[src/rtl/axi_master_pkg.sv]
`default_nettype none
// ============================================================================
//  Module      : axi_master_pkg
//  Description : Shared types and constants for the AXI master command
//                decoder: controller state encoding, AXI burst and response
//                codes, fixed AxLOCK/AxCACHE/AxPROT attributes and the WRAP
//                length legality check.
//  Revision    : 1.0 - initial release
// ============================================================================
package axi_master_pkg;

    // Controller states; only one transaction is ever in flight.
    typedef enum logic [2:0] {
        IDLE     = 3'd0,
        WR_ISSUE = 3'd1,
        WR_DATA  = 3'd2,
        WR_RESP  = 3'd3,
        RD_ISSUE = 3'd4,
        RD_DATA  = 3'd5
    } state_t;

    // AXI burst type codes
    localparam logic [1:0] c_BURST_FIXED = 2'b00;
    localparam logic [1:0] c_BURST_INCR  = 2'b01;
    localparam logic [1:0] c_BURST_WRAP  = 2'b10;

    // AXI response codes
    localparam logic [1:0] c_RESP_OKAY   = 2'b00;
    localparam logic [1:0] c_RESP_EXOKAY = 2'b01;
    localparam logic [1:0] c_RESP_SLVERR = 2'b10;
    localparam logic [1:0] c_RESP_DECERR = 2'b11;

    // Fixed transaction attributes driven on both address channels
    localparam logic [1:0] c_AXLOCK  = 2'b00;
    localparam logic [1:0] c_AXCACHE = 2'b00;
    localparam logic [2:0] c_AXPROT  = 3'b000;

    // Response entry overhead beyond the data field: is_read + id + resp + last
    localparam int c_RSP_META_W = 8;

    // WRAP bursts are only legal with 2, 4, 8 or 16 beats.
    function automatic logic wrap_len_legal(input logic [7:0] len);
        return (len == 8'd1) || (len == 8'd3) || (len == 8'd7) || (len == 8'd15);
    endfunction

endpackage : axi_master_pkg
`default_nettype wire

[src/rtl/axi_rsp_fifo.sv]
`default_nettype none
// ============================================================================
//  Module      : axi_rsp_fifo
//  Description : Synchronous FIFO holding response entries. A push into a
//                full FIFO is dropped and sets a sticky overflow flag, unless
//                a pop happens in the same cycle, in which case both succeed.
//  Ports       : clk_i/rst_i   clock, asynchronous active-high reset
//                push_i/push_data_i   write side
//                pop_i/pop_data_o     read side (pop_data_o = head entry)
//                empty_o              no entries stored
//                overflow_o           sticky, an entry was dropped
//  Revision    : 1.0 - initial release
// ============================================================================
module axi_rsp_fifo #(
    parameter int WIDTH = 8,
    parameter int DEPTH = 4     // power of two, >= 2
) (
    input  logic             clk_i,
    input  logic             rst_i,
    input  logic             push_i,
    input  logic [WIDTH-1:0] push_data_i,
    input  logic             pop_i,
    output logic [WIDTH-1:0] pop_data_o,
    output logic             empty_o,
    output logic             overflow_o
);

    localparam int AW = (DEPTH > 1) ? $clog2(DEPTH) : 1;

    logic [WIDTH-1:0] mem_q [DEPTH];
    logic [AW-1:0]    wr_ptr_q;
    logic [AW-1:0]    rd_ptr_q;
    logic [AW:0]      count_q;
    logic             overflow_q;

    logic w_empty;
    logic w_full;
    logic w_do_pop;
    logic w_do_push;

    assign w_empty   = (count_q == '0);
    assign w_full    = (count_q == (AW+1)'(DEPTH));
    assign w_do_pop  = pop_i && !w_empty;
    // A pop in the same cycle frees the slot, so a full FIFO still accepts.
    assign w_do_push = push_i && (!w_full || w_do_pop);

    // Storage carries no reset; validity is tracked by the count.
    always_ff @(posedge clk_i) begin
        if (w_do_push) begin
            mem_q[wr_ptr_q] <= push_data_i;
        end
    end

    always_ff @(posedge clk_i or posedge rst_i) begin
        if (rst_i) begin
            wr_ptr_q   <= '0;
            rd_ptr_q   <= '0;
            count_q    <= '0;
            overflow_q <= 1'b0;
        end else begin
            if (w_do_push) begin
                wr_ptr_q <= wr_ptr_q + AW'(1);
            end
            if (w_do_pop) begin
                rd_ptr_q <= rd_ptr_q + AW'(1);
            end
            case ({w_do_push, w_do_pop})
                2'b10:   count_q <= count_q + (AW+1)'(1);
                2'b01:   count_q <= count_q - (AW+1)'(1);
                default: count_q <= count_q;
            endcase
            if (push_i && !w_do_push) begin
                overflow_q <= 1'b1;
            end
        end
    end

    assign pop_data_o = mem_q[rd_ptr_q];
    assign empty_o    = w_empty;
    assign overflow_o = overflow_q;

endmodule : axi_rsp_fifo
`default_nettype wire

[src/rtl/axi_master_decoder.sv]
`default_nettype none
// ============================================================================
//  Module      : axi_master_decoder
//  Description : Turns a simple command stream into single-outstanding AXI
//                write/read requests for a downstream master, forwards write
//                data beats, and collects write responses and read beats into
//                a response FIFO. Illegal WRAP lengths are answered locally
//                with SLVERR and never issued.
//  Ports       : AClk/ARst                 clock, async active-high reset
//                cmd_*                     command stream (valid/ready)
//                wd_*                      write-data stream (valid/ready)
//                wbeat_ack                 master accepted a W beat
//                aw*/wdata_d/wstrb_d/...   write request to master
//                bresp_d/bid_d/wr_rsp_en_d write response from master
//                ar*/rd_trn_en             read request to master
//                rdata_d/rresp_d/rid_d/... read beats from master
//                rsp_*                     response stream (valid/ready)
//  Revision    : 1.0 - initial release
// ============================================================================
module axi_master_decoder
    import axi_master_pkg::*;
#(
    parameter int addr_width = 32,
    parameter int data_width = 64,
    parameter int RSP_DEPTH  = 4
) (
    input  logic                  AClk,
    input  logic                  ARst,
    // command stream
    input  logic                  cmd_valid,
    output logic                  cmd_ready,
    input  logic                  cmd_rw,
    input  logic [3:0]            cmd_id,
    input  logic [addr_width-1:0] cmd_addr,
    input  logic [7:0]            cmd_len,
    input  logic [2:0]            cmd_size,
    input  logic [1:0]            cmd_burst,
    // write-data stream
    input  logic                  wd_valid,
    output logic                  wd_ready,
    input  logic [data_width-1:0] wd_data,
    input  logic [7:0]            wd_strb,
    input  logic                  wbeat_ack,
    // write request to master
    output logic [3:0]            TXN_ID_W_d,
    output logic [addr_width-1:0] awaddr_d,
    output logic [7:0]            awlen_d,
    output logic [2:0]            awsize_d,
    output logic [1:0]            awburst_d,
    output logic [1:0]            awlock_d,
    output logic [1:0]            awcache_d,
    output logic [2:0]            awprot_d,
    output logic [data_width-1:0] wdata_d,
    output logic [7:0]            wstrb_d,
    output logic                  wr_trn_en,
    // write response from master
    input  logic [1:0]            bresp_d,
    input  logic [3:0]            bid_d,
    input  logic                  wr_rsp_en_d,
    // read request to master
    output logic [3:0]            TXN_ID_R_d,
    output logic [addr_width-1:0] araddr_d,
    output logic [7:0]            arlen_d,
    output logic [2:0]            arsize_d,
    output logic [1:0]            arburst_d,
    output logic [1:0]            arlock_d,
    output logic [1:0]            arcache_d,
    output logic [2:0]            arprot_d,
    output logic                  rd_trn_en,
    // read beats from master
    input  logic [data_width-1:0] rdata_d,
    input  logic [1:0]            rresp_d,
    input  logic [7:0]            rid_d,
    input  logic                  rd_rsp_en_d,
    input  logic                  r_last_d,
    // response stream
    output logic                  rsp_valid,
    input  logic                  rsp_ready,
    output logic                  rsp_is_read,
    output logic [3:0]            rsp_id,
    output logic [1:0]            rsp_resp,
    output logic [data_width-1:0] rsp_data,
    output logic                  rsp_last,
    output logic                  rsp_overflow
);

    localparam int RSP_W = data_width + c_RSP_META_W;

    state_t     state_q, state_d;
    logic [7:0] beat_cnt_q, beat_cnt_d;

    logic             w_accept;
    logic             w_wrap_bad;
    logic             w_start_wr;
    logic             w_start_rd;
    logic             w_push;
    logic [RSP_W-1:0] w_push_entry;
    logic [RSP_W-1:0] w_pop_entry;
    logic             w_fifo_empty;
    logic             w_unused;

    // Only the low ID bits are carried through to the response stream.
    assign w_unused = &{1'b0, rid_d[7:4]};

    assign cmd_ready  = (state_q == IDLE) && !ARst;
    assign w_accept   = cmd_valid && cmd_ready;
    assign w_wrap_bad = (cmd_burst == c_BURST_WRAP) && !wrap_len_legal(cmd_len);
    assign w_start_wr = w_accept && cmd_rw && !w_wrap_bad;
    assign w_start_rd = w_accept && !cmd_rw && !w_wrap_bad;

    // ------------------------------------------------------------------
    // Next-state, beat counting and response capture
    // ------------------------------------------------------------------
    always_comb begin
        state_d      = state_q;
        beat_cnt_d   = beat_cnt_q;
        w_push       = 1'b0;
        w_push_entry = '0;
        case (state_q)
            IDLE: begin
                if (w_accept) begin
                    if (w_wrap_bad) begin
                        // answered locally; the controller never leaves IDLE
                        w_push       = 1'b1;
                        w_push_entry = {~cmd_rw, cmd_id, c_RESP_SLVERR,
                                        {data_width{1'b0}}, 1'b1};
                    end else if (cmd_rw) begin
                        state_d = WR_ISSUE;
                    end else begin
                        state_d = RD_ISSUE;
                    end
                end
            end
            WR_ISSUE: begin
                state_d = WR_DATA;
            end
            WR_DATA: begin
                // an ack with no data presented consumes nothing
                if (wbeat_ack && wd_valid) begin
                    if (beat_cnt_q == awlen_d) begin
                        beat_cnt_d = '0;
                        state_d    = WR_RESP;
                    end else begin
                        beat_cnt_d = beat_cnt_q + 8'd1;
                    end
                end
            end
            WR_RESP: begin
                if (wr_rsp_en_d) begin
                    w_push       = 1'b1;
                    w_push_entry = {1'b0, bid_d, bresp_d, {data_width{1'b0}}, 1'b1};
                    state_d      = IDLE;
                end
            end
            RD_ISSUE: begin
                state_d = RD_DATA;
            end
            RD_DATA: begin
                if (rd_rsp_en_d) begin
                    w_push       = 1'b1;
                    w_push_entry = {1'b1, rid_d[3:0], rresp_d, rdata_d, r_last_d};
                    if (r_last_d) begin
                        state_d = IDLE;
                    end
                end
            end
            default: begin
                state_d = IDLE;
            end
        endcase
    end

    // ------------------------------------------------------------------
    // State and captured request fields
    // ------------------------------------------------------------------
    always_ff @(posedge AClk or posedge ARst) begin
        if (ARst) begin
            state_q    <= IDLE;
            beat_cnt_q <= '0;
            TXN_ID_W_d <= '0;
            awaddr_d   <= '0;
            awlen_d    <= '0;
            awsize_d   <= '0;
            awburst_d  <= '0;
            TXN_ID_R_d <= '0;
            araddr_d   <= '0;
            arlen_d    <= '0;
            arsize_d   <= '0;
            arburst_d  <= '0;
        end else begin
            state_q    <= state_d;
            beat_cnt_q <= beat_cnt_d;
            if (w_start_wr) begin
                TXN_ID_W_d <= cmd_id;
                awaddr_d   <= cmd_addr;
                awlen_d    <= cmd_len;
                awsize_d   <= cmd_size;
                awburst_d  <= cmd_burst;
            end
            if (w_start_rd) begin
                TXN_ID_R_d <= cmd_id;
                araddr_d   <= cmd_addr;
                arlen_d    <= cmd_len;
                arsize_d   <= cmd_size;
                arburst_d  <= cmd_burst;
            end
        end
    end

    // ------------------------------------------------------------------
    // Request strobes and write-data pass-through
    // ------------------------------------------------------------------
    assign wr_trn_en = (state_q == WR_ISSUE);
    assign rd_trn_en = (state_q == RD_ISSUE);
    assign wd_ready  = (state_q == WR_DATA) && wbeat_ack;
    assign wdata_d   = (state_q == WR_DATA) ? wd_data : '0;
    assign wstrb_d   = (state_q == WR_DATA) ? wd_strb : '0;

    assign awlock_d  = c_AXLOCK;
    assign awcache_d = c_AXCACHE;
    assign awprot_d  = c_AXPROT;
    assign arlock_d  = c_AXLOCK;
    assign arcache_d = c_AXCACHE;
    assign arprot_d  = c_AXPROT;

    // ------------------------------------------------------------------
    // Response buffer
    // ------------------------------------------------------------------
    axi_rsp_fifo #(
        .WIDTH (RSP_W),
        .DEPTH (RSP_DEPTH)
    ) u_rsp_fifo (
        .clk_i       (AClk),
        .rst_i       (ARst),
        .push_i      (w_push),
        .push_data_i (w_push_entry),
        .pop_i       (rsp_valid && rsp_ready),
        .pop_data_o  (w_pop_entry),
        .empty_o     (w_fifo_empty),
        .overflow_o  (rsp_overflow)
    );

    assign rsp_valid = !w_fifo_empty;
    // Fields read as zero while nothing is buffered.
    assign {rsp_is_read, rsp_id, rsp_resp, rsp_data, rsp_last} =
        rsp_valid ? w_pop_entry : '0;

endmodule : axi_master_decoder
`default_nettype wire

[config.mk]
export PLATFORM = sky130hd
export DESIGN_NAME = axi_master_decoder
export DESIGN_NICKNAME = d
export VERILOG_FILES = /design/src/rtl/axi_master_pkg.sv /design/src/rtl/axi_rsp_fifo.sv /design/src/rtl/axi_master_decoder.sv
export SDC_FILE = /design/constraint.sdc
export NUM_CORES = 1
export LEC_CHECK = 0
export CORE_MARGIN = 4
export CORE_UTILIZATION = 48
export CTS_CLUSTER_SIZE = 40
export DETAILED_ROUTE_END_ITERATION = 6
export DONT_BUFFER_PORTS = 1
export SYNTH_ARGS = -nofsm -noshare
export SYNTH_HDL_FRONTEND = slang
export SYNTH_SLANG_ARGS = --single-unit
[constraint.sdc]
create_clock -name AClk -period 18.25 [get_ports AClk]
set_input_delay 1.825 -clock AClk [delete_from_list [all_inputs] [get_ports AClk]]
set_output_delay 1.825 -clock AClk [all_outputs]
set_load 0.03 [all_outputs]
==> impl_metrics.ini, run 1 <==
[outcome]
outcome = finished clean

[critical_path]
crit_chain = buf_4 -> mux4_2 -> and2_1
r2r_slack_ns = 14.05
setup.worst_path.end_class = output port
r2r-start = state_q[1]
crit_start = u_rsp_fifo.rd_ptr_q[0]
cp-start-kind = flop
required_ns = 16.42
crit_type = reg -> out
critical-path-top-delay-family = flip-flops
max_stage_delay_ns = 0.98
worstPathMaxFanout = 41
path_buf_inv = 1
cp.arrival_ns = 3.21
crit_slowest_cell = dfrtp_4

[place]
dp_cells = 1430
routabilityCongestion = 0.925
portBuffers = 0
dp_hpwl_um = 29500

[sta]
fmax_mhz = 199
fin_skew_ns = 0.0180
whs_ns = 0.488
rsz0062_at_grt = false
slew_headroom_pct = 28.0
worst_slew_pin_slew_ns = 1.08
post-route-period-util_pct = 27.6
hold_viol_final = 0
tns_ns = 0
min_period_ns = 5.03
finalSetupViolCount = 0
slew_violations = 0

[yosys]
synth_edf_count = 288
synthTopCellsByArea = edfxtp_1 51%, dfrtp_1 17%, mux4_2 9.5%
async_flop_share_pct = 28.9
synth_top_cell_area_share_pct = 50.7
synth_ff_type = edfxtp_1
synth_largest_area_cell = edfxtp_1
synth_cell_type_count = 59
syn_area_per_cell_sq_um = 16.8
yosys_warnings = 0
ys_top_cells_by_count = 288 x edfxtp_1, 210 x and2_1, 117 x dfrtp_1
synth_cells = 1014
netlist_area_sq_um = 17100
synth_most_common_cell = edfxtp_1
ys_ff_latch = 405
yosysSeqAreaShare_pct = 67.9

[clocking]
htree_levels = 2
clock-sinks = 405
numCtsBuffers = 44
ctsRootBufferMaster = clkbuf_16
cts_setup_buffers = 0
cts_hold_buffers = 0
tritoncts = yes
clkTransAtPathRegs_ns = 0.06
post_cts_resized = 0
clk-insertion-delay-late_ns = 0.55
ctsLongestPathBuffers = 3

[global_route]
grt_max_degree = 86
first_global_vias = 9252
antenna_found_initial = 17
grt_usage_pct = 21.9
grt_pass1_wl_um = 62600
overflow = 0

[power_and_ir_drop]
peakVddDrop_uv = 147
leakage_nw = 6.73
pwr_density_cell_nw_per_um2 = 184

[detailed_routing]
met1_length_um = 17300
viasPerCell = 5.75
drc_errors = 0
drt_wl_total_um = 43400
antenna_left = 0
wl_per_cell_um = 28.5
met2_wirelength_um = 19700
dr.pass1.iters = 5
top_layer = met5
met3WireLength_um = 5510
drt_iter0_markers = 477
num_vias = 8744

[die]
num_rows = 68
die_w_um = 196
initial_core_util_pct = 49.0
die_h_um = 196
ios = 473
fp.dieArea_sq_um = 38600
core-area_sq_um = 34800

[flow_run]
maxCapViolCount = 0

[layout]
finalNonFillerCells = 1520
fin_nets = 1239
syn_to_final_growth_pct = 10.9
fillers = 2740
drive_gt1_share_pct = 25.2

[hold_path]
hp-class = reg -> reg
hp-start = u_rsp_fifo.count_q[2]
==> metrics by stage <==
| stage | cell area [sq um] | power, mW | worst slack [ns] | util [%] |
|---|---|---|---|---|
| global route | 18900 | 3.64 | 12.91 | 54.3 |
| floorplan | 17100 | 2.43 | 9.78 | - |
| global placement | 17500 | 2.66 | 12.93 | 50.3 |
| CTS | 18900 | 3.53 | 13.05 | 54.3 |
| detailed placement | 17500 | 2.67 | 12.97 | 50.3 |
| finish | 18900 | 3.48 | 13.22 | 54.3 |
==> worst reg2reg max path, stage by stage, from the launching register on <==
cell and delay, ns:
dfrtp_1 0.52, or3_1 0.52, nor3_2 0.59, a21oi_1 0.36
nor3b_2 0.69, buf_4 0.55, buf_4 0.58
==> state kept, by name (all words and copies together), names as in the netlist <==
signal	cells
u_rsp_fifo.mem_q	288
araddr_d	32
awaddr_d	32
arlen_d	8
awlen_d	8
beat_cnt_q	8
TXN_ID_R_d	4
TXN_ID_W_d	4
arsize_d	3
awsize_d	3
state_q	3
u_rsp_fifo.count_q	3
arburst_d	2
awburst_d	2
u_rsp_fifo.rd_ptr_q	2
u_rsp_fifo.wr_ptr_q	2
u_rsp_fifo.overflow_o	1
==> final cells by class <==
| cell class | instances | area [sq um] | share of cell area (%) |
|---|---|---|---|
| Timing Repair Buffer | 17 | 128 | 0.675 |
| Inverter | 12 | 47.5 | 0.251 |
| Antenna cell | 9 | 22.5 | 0.119 |
| Clock inverter | 29 | 216 | 1.14 |
| Tap cell | 455 | 569 | 3.01 |
| Multi-Input combinational cell | 541 | 5160 | 27.3 |
| Sequential cell | 405 | 11600 | 61.3 |
| Clock buffer | 52 | 1180 | 6.26 |
==> path summary, 6_finish.rpt <==
kind,end,cells past startpoint
worst max-delay path,rsp_last,3
worst min-delay path,u_rsp_fifo.count_q[2],1
worst max register to register,u_rsp_fifo.mem_q[0][31],6
worst min register to register,u_rsp_fifo.count_q[2],1
max in group asynchronous,awaddr_d[10],2
min in group asynchronous,awburst_d[1],1
==> cells by family (layout without fill, tap and decap cells) <==
group           count (synthesis)  in the layout  synth area share [%]
xor+xnor                       13             13                 0.668
mux                           168            168                  16.0
compound gates                 46             46                  2.13
flops                         405            405                  67.9
simple gates                  293            293                  10.3
buf+inv                        81            110                  2.41
other cells                     1             23                0.0220
fa+ha+maj                       7              7                 0.558
==> layer usage <==
| metal | global-route usage [%] | vias to the layer above |
|---|---|---|
| met5 | 0 | - |
| met2 | 32.0 | 353 |
| met3 | 11.3 | 68 |
| met1 | 29.3 | 4532 |
| li1 | - | 3781 |
| met4 | 5.90 | 10 |
==> power breakdown <==
part | leakage, nW | internal, mW | switching, mW
logic | 2.07 | 0.366 | 0.746
registers | 3.98 | 1.15 | 0.378
clock network | 0.678 | 0.494 | 0.355
==> layout by cell type (no fill, tap or decap), types with 10 or more instances in the layout <==
cell type / Yosys / routed
and2_1: 210 / 210
buf_4: 17 / 17
clkbuf_16: 0 / 46
clkinv_2: 0 / 12
conb_1: 1 / 14
dfrtp_1: 117 / 115
edfxtp_1: 288 / 288
inv_1: 12 / 11
mux2_2: 78 / 78
mux4_2: 72 / 72
nand2_1: 26 / 26
nand3_1: 13 / 13
xnor2_1: 10 / 10
Note: power is estimated with default switching activity, not from simulation.
==> run 2, diff against run 1 <==
--- a/config.mk
+++ b/config.mk
@@ -10,6 +10,7 @@
 export CTS_CLUSTER_SIZE = 40
 export DETAILED_ROUTE_END_ITERATION = 6
 export DONT_BUFFER_PORTS = 1
+export PLACE_DENSITY = 0.65
 export SYNTH_ARGS = -nofsm -noshare
 export SYNTH_HDL_FRONTEND = slang
 export SYNTH_SLANG_ARGS = --single-unit
==> constraint.sdc (replaced) <==
create_clock -name AClk -period 4.24 [get_ports AClk]
set_input_delay 0.424 -clock AClk [delete_from_list [all_inputs] [get_ports AClk]]
set_output_delay 0.424 -clock AClk [all_outputs]
set_load 0.03 [all_outputs]
==> run 2 against run 1 <==
  * Setup slack lost 12 ns
  * Final cell count is 0.99% higher
  * Count of clock-buffer cells in the layout did not move
==> impl_metrics.ini, run 2 (same netlist as run 1, synthesis figures left out) <==
[outcome]
outcome = finished clean

[layout]
top_regs = u_rsp_fifo.mem_q (288), araddr_d (32), awaddr_d (32)
drive_gt1_share_pct = 24.4
finish.utilization_pct = 55.0
design_area_sq_um = 19200
fillers = 2714
fin_nets = 1256
top_register = u_rsp_fifo.mem_q
mostFrequentLayoutCells = 288 x edfxtp_1, 210 x and2_1, 115 x dfrtp_1
final_common_cell = edfxtp_1
regArea_sq_um = 11600
syn_to_final_growth_pct = 12.3
largest_reg_flops = 288
multiInputGateArea_sq_um = 5210

[clocking]
htree_levels = 2
clk-insertion-delay-late_ns = 0.55
clock-sinks = 405
tritoncts = yes
clkTransAtPathRegs_ns = 0.07
ctsLongestPathBuffers = 3
numCtsBuffers = 42
ctsRootBufferMaster = clkbuf_16

[detailed_routing]
num_vias = 8760
viasPerCell = 5.71
antenna_left = 0
drt_wl_total_um = 40400
dr.pass1.iters = 4
drt_iter0_markers = 442
drc_errors = 0
wl_per_cell_um = 26.3

[die]
num_rows = 68
die_h_um = 196
ios = 473
core-area_sq_um = 34800
initial_core_util_pct = 49.0
die_w_um = 196
fp.dieArea_sq_um = 38600

[critical_path]
cp.arrival_ns = 2.66
max_stage_delay_ns = 0.84
crit_type = reg -> out
worstPathMaxFanout = 31
required_ns = 3.82
cp-start-kind = flop
crit_slowest_cell = dfrtp_4
setup.worst_path.end_class = output port
crit_chain = buf_4 -> mux4_2 -> and2_1

[power_and_ir_drop]
peakVddDrop_uv = 580
total_power_mw = 14.8
leakage_nw = 6.82
pwr_density_cell_nw_per_um2 = 775

[place]
routabilityCongestion = 0.824
pre_cts_ws_ns = 0.981
dp_hpwl_um = 26900
portBuffers = 0
placed_area_sq_um = 17600

[sta]
slew_headroom_pct = 22.6
rsz0062_at_grt = false
fin_skew_ns = 0.0252
slew_violations = 0
worst_slew_pin_slew_ns = 1.16
finalSetupViolCount = 0
min_period_ns = 3.09
post-route-period-util_pct = 72.8
tns_ns = 0
timing.final.ws_setup_ns = 1.15
hold_viol_final = 0
fmax_mhz = 324

[global_route]
grt_pass1_wl_um = 59700
grt_usage_pct = 20.2
antenna_found_initial = 12
overflow = 0
first_global_vias = 9285
grt_max_degree = 91

[hold_path]
hp-class = in -> reg

[flow_run]
maxCapViolCount = 0
## run 2: changes by cell type in the layout (fill, tap and decap cells not counted), sizes merged
cell,change
dlygate4sd3,+15
clkinvlp,-5
buf,+4
diode,+1
## run 2: final timing paths
| kind | start | endpoint | slack [ns] | depth (start not counted) |
|---|---|---|---|---|
| max in group asynchronous | ARst | araddr_d[12] | 3.19 | 2 |
| setup / recovery | u_rsp_fifo.rd_ptr_q[0] | rsp_data[58] | 1.15 | 3 |
| setup reg to reg | state_q[2] | u_rsp_fifo.count_q[2] | 1.36 | 10 |
| hold / removal | cmd_addr[27] | awaddr_d[27] | 0.02 | 1 |
| min in group asynchronous | ARst | u_rsp_fifo.overflow_o | 0.05 | 1 |
| hold reg to reg | u_rsp_fifo.count_q[2] | u_rsp_fifo.count_q[2] | 0.48 | 1 |
## run 2: through the flow
step	hold slack [ns]	instances
finish	0.0214	1535
detailed placement	0.474	1434
floorplan	0.447	1027
CTS	0.000466	1525
global placement	0.468	1434
global route	0.00401	1533
## run 2: area by class of cell
cell class / count / area share (%)
sequential: 405 / 60.5
multi-input combinational: 541 / 27.2
clock buffer: 52 / 6.01
tap: 455 / 2.97
timing repair buffer: 36 / 2.00
clock inverter: 24 / 0.960
inverter: 12 / 0.248
antenna: 10 / 0.131
## run 2: report_power, final
part	internal, mW	total (mW)	switching [mW]
registers	4.93	6.61	1.68
logic	1.63	4.69	3.06
clock network	2.05	3.53	1.48
total	8.61	14.8	6.22
## run 2: critical path: cells and delay by family (launching register included)
family,cells,cell delay [ns]
buf+inv,1,0.41
flops,1,0.84
mux,1,0.57
simple gates,1,0.28
## run 2: routing by layer
layer	vias up	routed length [um]	GRT usage, %
li1	3826	-	-
met1	4497	16100	27.1
met5	-	172	2.59
met4	6	707	5.07
met3	62	4680	9.23
met2	369	18700	30.3
## run 2: repair_timing
action                     CTS  global route
resized for setup            0             0
hold buffers                15             0
setup endpoints to repair    0             0
hold endpoints to repair    19             0
setup buffers                0             0
